<file path="src/rtl/rr_mux_arbiter.sv">
// rr_mux_arbiter
//   Round-robin arbiter in front of a shared 1-bit mux. One requester at a
//   time owns the mux select. A grant is held until the owner drops its
//   request, or for at most max_hold consecutive cycles.
//
// Ports:
//   clk        rising-edge clock
//   reset      synchronous, active-high reset
//   req_in     per-requester request, level-sensitive
//   w_in       per-requester data bit (mux data inputs)
//   grant_out  registered one-hot grant, zero when idle
//   s_out      registered binary index of the current owner
//   valid_out  registered, high while a grant is active
//   f_out      w_in[s_out] while valid_out is high, else 0
module rr_mux_arbiter #(
    parameter int unsigned inputs   = 4,
    parameter int unsigned max_hold = 8
) (
    input  logic                      clk,
    input  logic                      reset,
    input  logic [inputs-1:0]         req_in,
    input  logic [inputs-1:0]         w_in,
    output logic [inputs-1:0]         grant_out,
    output logic [$clog2(inputs)-1:0] s_out,
    output logic                      valid_out,
    output logic                      f_out
);

    localparam int unsigned SW = $clog2(inputs);
    localparam int unsigned HW = $clog2(max_hold + 1);

    typedef enum logic {
        IDLE  = 1'b0,
        GRANT = 1'b1
    } state_t;

    state_t            state_q, state_d;
    logic [SW-1:0]     ptr_q, ptr_d;
    logic [HW-1:0]     hold_cnt_q, hold_cnt_d;
    logic [inputs-1:0] grant_q, grant_d;
    logic [SW-1:0]     s_q, s_d;
    logic              valid_q, valid_d;

    // First set bit of mask scanning start, start+1, ... wrapping at inputs
    // (not at a power of two).
    function automatic logic [SW-1:0] pick(input logic [inputs-1:0] mask,
                                           input logic [SW-1:0]     start);
        logic [SW-1:0] res;
        logic          found;
        int unsigned   idx;
        res   = '0;
        found = 1'b0;
        for (int unsigned i = 0; i < inputs; i++) begin
            idx = 32'(start) + i;
            if (idx >= inputs) idx = idx - inputs;
            if (!found && mask[idx[SW-1:0]]) begin
                found = 1'b1;
                res   = idx[SW-1:0];
            end
        end
        return res;
    endfunction

    function automatic logic [inputs-1:0] onehot(input logic [SW-1:0] idx);
        logic [inputs-1:0] v;
        v      = '0;
        v[idx] = 1'b1;
        return v;
    endfunction

    function automatic logic [SW-1:0] next_idx(input logic [SW-1:0] idx);
        return (idx == SW'(inputs - 1)) ? '0 : idx + SW'(1);
    endfunction

    logic              own_req;
    logic              timeout;
    logic [SW-1:0]     ptr_rel;
    logic [inputs-1:0] other;
    logic [SW-1:0]     new_owner;

    always_comb begin
        state_d    = state_q;
        ptr_d      = ptr_q;
        hold_cnt_d = hold_cnt_q;
        grant_d    = grant_q;
        s_d        = s_q;
        valid_d    = valid_q;

        own_req   = req_in[s_q];
        timeout   = (hold_cnt_q == HW'(max_hold));
        ptr_rel   = next_idx(s_q);
        other     = req_in & ~onehot(s_q);
        new_owner = '0;

        case (state_q)
            IDLE: begin
                if (req_in != '0) begin
                    new_owner  = pick(req_in, ptr_q);
                    grant_d    = onehot(new_owner);
                    s_d        = new_owner;
                    valid_d    = 1'b1;
                    hold_cnt_d = HW'(1);
                    state_d    = GRANT;
                end
            end
            GRANT: begin
                if (own_req && !timeout) begin
                    hold_cnt_d = hold_cnt_q + HW'(1);
                end else begin
                    // Release: the pointer moves past the owner first, and any
                    // other requester is granted on this same edge from it.
                    ptr_d = ptr_rel;
                    if (other != '0) begin
                        new_owner  = pick(other, ptr_rel);
                        grant_d    = onehot(new_owner);
                        s_d        = new_owner;
                        hold_cnt_d = HW'(1);
                    end else if (own_req) begin
                        // Timed out as sole requester: re-grant without a gap.
                        hold_cnt_d = HW'(1);
                    end else begin
                        grant_d = '0;
                        valid_d = 1'b0;
                        state_d = IDLE;
                    end
                end
            end
            default: state_d = IDLE;
        endcase
    end

    always_ff @(posedge clk) begin
        if (reset) begin
            state_q    <= IDLE;
            ptr_q      <= '0;
            hold_cnt_q <= '0;
            grant_q    <= '0;
            s_q        <= '0;
            valid_q    <= 1'b0;
        end else begin
            state_q    <= state_d;
            ptr_q      <= ptr_d;
            hold_cnt_q <= hold_cnt_d;
            grant_q    <= grant_d;
            s_q        <= s_d;
            valid_q    <= valid_d;
        end
    end

    assign grant_out = grant_q;
    assign s_out     = s_q;
    assign valid_out = valid_q;
    assign f_out     = valid_q & w_in[s_q];

endmodule

</file>
<file path="config.mk">
export PLATFORM = sky130hd
export DESIGN_NAME = rr_mux_arbiter
export DESIGN_NICKNAME = d
export VERILOG_FILES = /design/src/rtl/rr_mux_arbiter.sv
export SDC_FILE = /design/constraint.sdc
export NUM_CORES = 1
export LEC_CHECK = 0
export ABC_AREA = 0
export CORE_ASPECT_RATIO = 1.25
export CORE_MARGIN = 4
export CORE_UTILIZATION = 56
export CTS_CLUSTER_DIAMETER = 120
export DETAILED_ROUTE_END_ITERATION = 12
export DONT_BUFFER_PORTS = 1
export PLACE_DENSITY = 0.78
export SKIP_CTS_REPAIR_TIMING = 1
export SYNTH_ARGS = -nofsm -noshare
export SYNTH_HDL_FRONTEND = slang
export SYNTH_SLANG_ARGS = --single-unit
</file>
<file path="constraint.sdc">
create_clock -name clk -period 2.2 [get_ports clk]
set_input_delay 0.44 -clock clk [delete_from_list [all_inputs] [get_ports clk]]
set_output_delay 0.44 -clock clk [all_outputs]
set_load 0.1 [all_outputs]
</file>
==> metrics.md <==
| Metric | Value |
|---|---|
| Status | `finished, final reports clean` |
| Worst Clk Skew | `0.004730 ns` |
| Fin. max-slew vios | `0` |
| ANT nets after route | `0` |
| Largest family of logic cells by synthesized area | `compound AO/OA/AOI/OAI gates` |
| Std-Cell Rows | `18` |
| Area of the multi-input gates | `934.6 µm²` |
| Hold Fails Final Rpt | `0` |
| Area Overhead vs Synth | `23.83%` |
| Slew @ Worst Pin | `0.5912 ns` |
| Adder-cell share of the synthesized area | `6.243%` |
| CTS tree | `done` |
| Final min period | `between 2 and 2.5 ns` |
| Gpl congestion | `a little over 0.9` |
| Clk buf depth | `2` |
| Cells after Synth | `between 100 and 150` |
| DP HPWL | `2343 µm` |
| Die Y | `59.81 µm` |
| Total Nets Final | `178` |
| Hold Crit Class | `in -> reg` |
| CP Class | `reg -> reg` |
| Clock Latency Late Sink | `0.28 ns` |
| Design area | `1489 µm²` |
| Vias/cell | `6.602` |
| Yosys cell types | `49` |
| Top cells by area, synth | `dfxtp_1 (23%), ha_1 (6.2%), a21oi_1 (5.4%)` |
| Post-synth top area share | `23.31%` |
| RSZ-0062 raised after global routing | `yes` |
| Final Power | `1.511 mW` |
| Cell with the most instances after synthesis | `dfxtp_1` |
| Synth warn | `0` |
| Num CTS Buffers | `3` |
| Yosys reg bits | `14` |
| H-tree depth | `1` |
| Fillers | `around 140` |
| Global Route Usage Sum | `21.89%` |
| Vias in the first global route | `~1,100` |
| Crit start category | `register` |
| Drt wl/cell | `17.97 µm` |
| Synth cell count leaders | `dfxtp_1 (14), a21oi_1 (13), inv_1 (10), nor2_1 (10), nand2b_1 (8)` |
| Core area | `2004 µm²` |
| Crit share post-route | `99.31%` |
| Max-cap viol count | `0` |
| Rel. slew slack | `60.22%` |
| Dpl cells | `168` |
| Routed vias | `1,195` |
| Seq/Total Area, Yosys | `23.31%` |
| Crit. End Element | `register` |
| Crit path DAT | `2.34 ns` |
| # port buffers | `0` |
| Mean post-synth cell area | `8.468 µm²` |
| Largest area contributor in the synthesized netlist | `dfxtp_1` |
| WHS | `0.2088 ns` |
| Clock Pin Slew Worst Setup and Hold Paths | `0.08 ns` |
| First drt pass iteration count | `4` |
| Number of I/O pins | `18` |
| Pwr/cell area | `1015 nW/µm²` |
| Antenna cells | `0` |
| Multiplexer share of the synthesized area | `8.429%` |
| First-pass GRT wire length | `5023 µm` |
| Simple-gate share of the synthesized area | `24.56%` |
| Die footprint | `2957 µm²` |
| Ys async rst share | `0%` |
| Clk root buf | `clkbuf_4` |
| Initial Util | `59.99%` |
| Max VDD drop | `approximately 0.87 mV` |
| P_leak | `between 0.5 and 0.6 nW` |
| Initial antenna violation count | `0` |
| Crit Path Max Fanout | `6` |
| WL final | `3252 µm` |
| Critical path required time | `2.36 ns` |
| Sequential cell area | `287.8 µm²` |
| Synth Area in XOR/XNOR | `0%` |
| Post-synth EDFFs | `0` |
| Largest net degree at the start of global routing | `14` |
| F_max | `about 460 MHz` |
| Syn Std Cell Area | `roughly 1200 µm²` |
| Final setup viols | `0` |
| Compound-cell area share of the yosys netlist | `30.91%` |
| Width of the die | `49.45 µm` |
| Global route total overflow | `0` |
| Top FF cell, synth | `dfxtp_1` |
| Fin cells | `181` |
| # DRC | `0` |
| Post-Syn Nets | `158` |
| Starting DRT DRC Count | `41` |
| TritonCTS Sinks | `14` |
| Share of cells above drive strength 1 | `35.40%` |
| Placed Area | `1326 µm²` |
==> placed cells by master, fill, tap and decap left out, types with 2 or more instances in the layout <==
master,instances
nand2_1,5
a21boi_0,2
dfxtp_4,2
mux2i_1,3
clkbuf_4,3
or3_1,2
o21ai_0,6
ha_1,3
inv_1,8
nand3_1,6
nor2_1,10
buf_4,19
dfxtp_1,12
and2_2,2
a21oi_1,13
or2_2,2
mux4_2,3
ha_2,2
nor2b_1,3
o22ai_1,2
a311oi_1,2
a211oi_1,3
nand2b_1,8
a22oi_2,2
==> sequential cells by signal (all words and copies together) (netlist names) <==
| name | cells |
|---|---|
| state_q | 1 |
| s_out | 2 |
| hold_cnt_q | 4 |
| ptr_q | 2 |
| grant_out | 4 |
| valid_out | 1 |
==> metal layers <==
metal	track usage (%)	routed length, µm	vias to the layer above
li1	-	-	563
met1	23.77	1239	583
met2	40.23	1743	36
met3	2.993	133	13
met4	13.83	135	0
met5	0	0	-
==> final cells by class <==
cell class | count | share of cell area, %
Inverter | 10 | 2.689
Multi-Input combinational cell | 112 | 62.77
Tap cell | 20 | 1.681
Timing Repair Buffer | 21 | 11.76
Clock inverter | 1 | 0.2521
Sequential cell | 14 | 19.33
Clock buffer | 3 | 1.513
==> per-stage QoR <==
step	TNS, ns	utilization, %	worst slack [ns]
2_1_floorplan	-0.09711	-	-0.04782
3_3_place_gp	0	66.17	0.05014
3_5_place_dp	-0.01266	66.17	-0.01266
4_1_cts	-0.03346	67.48	-0.03346
5_1_grt	-0.2544	74.28	-0.07830
6_report	0	74.28	0.01523
==> cells by family (layout without fill, tap and decap cells) <==
family,after synthesis,in the layout
flip-flops,14,14
adder cells (fa/ha/maj),6,6
buffers and inverters,16,35
AO/OA/AOI/OAI,50,50
AND/OR/NAND/NOR,50,50
multiplexers,6,6
==> where the power goes <==
part	total (mW)	leakage (nW)	internal [mW]	switching (mW)
clock	0.143	0.0154	0.0658	0.0775
combinational	1.03	0.467	0.427	0.606
sequential	0.335	0.117	0.296	0.0388
==> path summary, 6_finish.rpt <==
path            startpoint       endpoint  slack (ns)  depth (start not counted)
max               s_out[0]   grant_out[3]        0.02                          7
min                  reset       s_out[1]        0.21                          1
max reg2reg       s_out[0]   grant_out[3]        0.02                          7
min reg2reg  hold_cnt_q[3]  hold_cnt_q[3]        0.51                          1
==> critical path, stage by stage, from the launching register on <==
cell	delay, ns
dfxtp_4	0.40
ha_2	0.23
and2b_4	0.24
o41ai_4	0.53
a22o_1	0.25
a22oi_2	0.09
o21ai_0	0.18
o22ai_1	0.13
No activity file was read; power rests on OpenSTA's default activity.
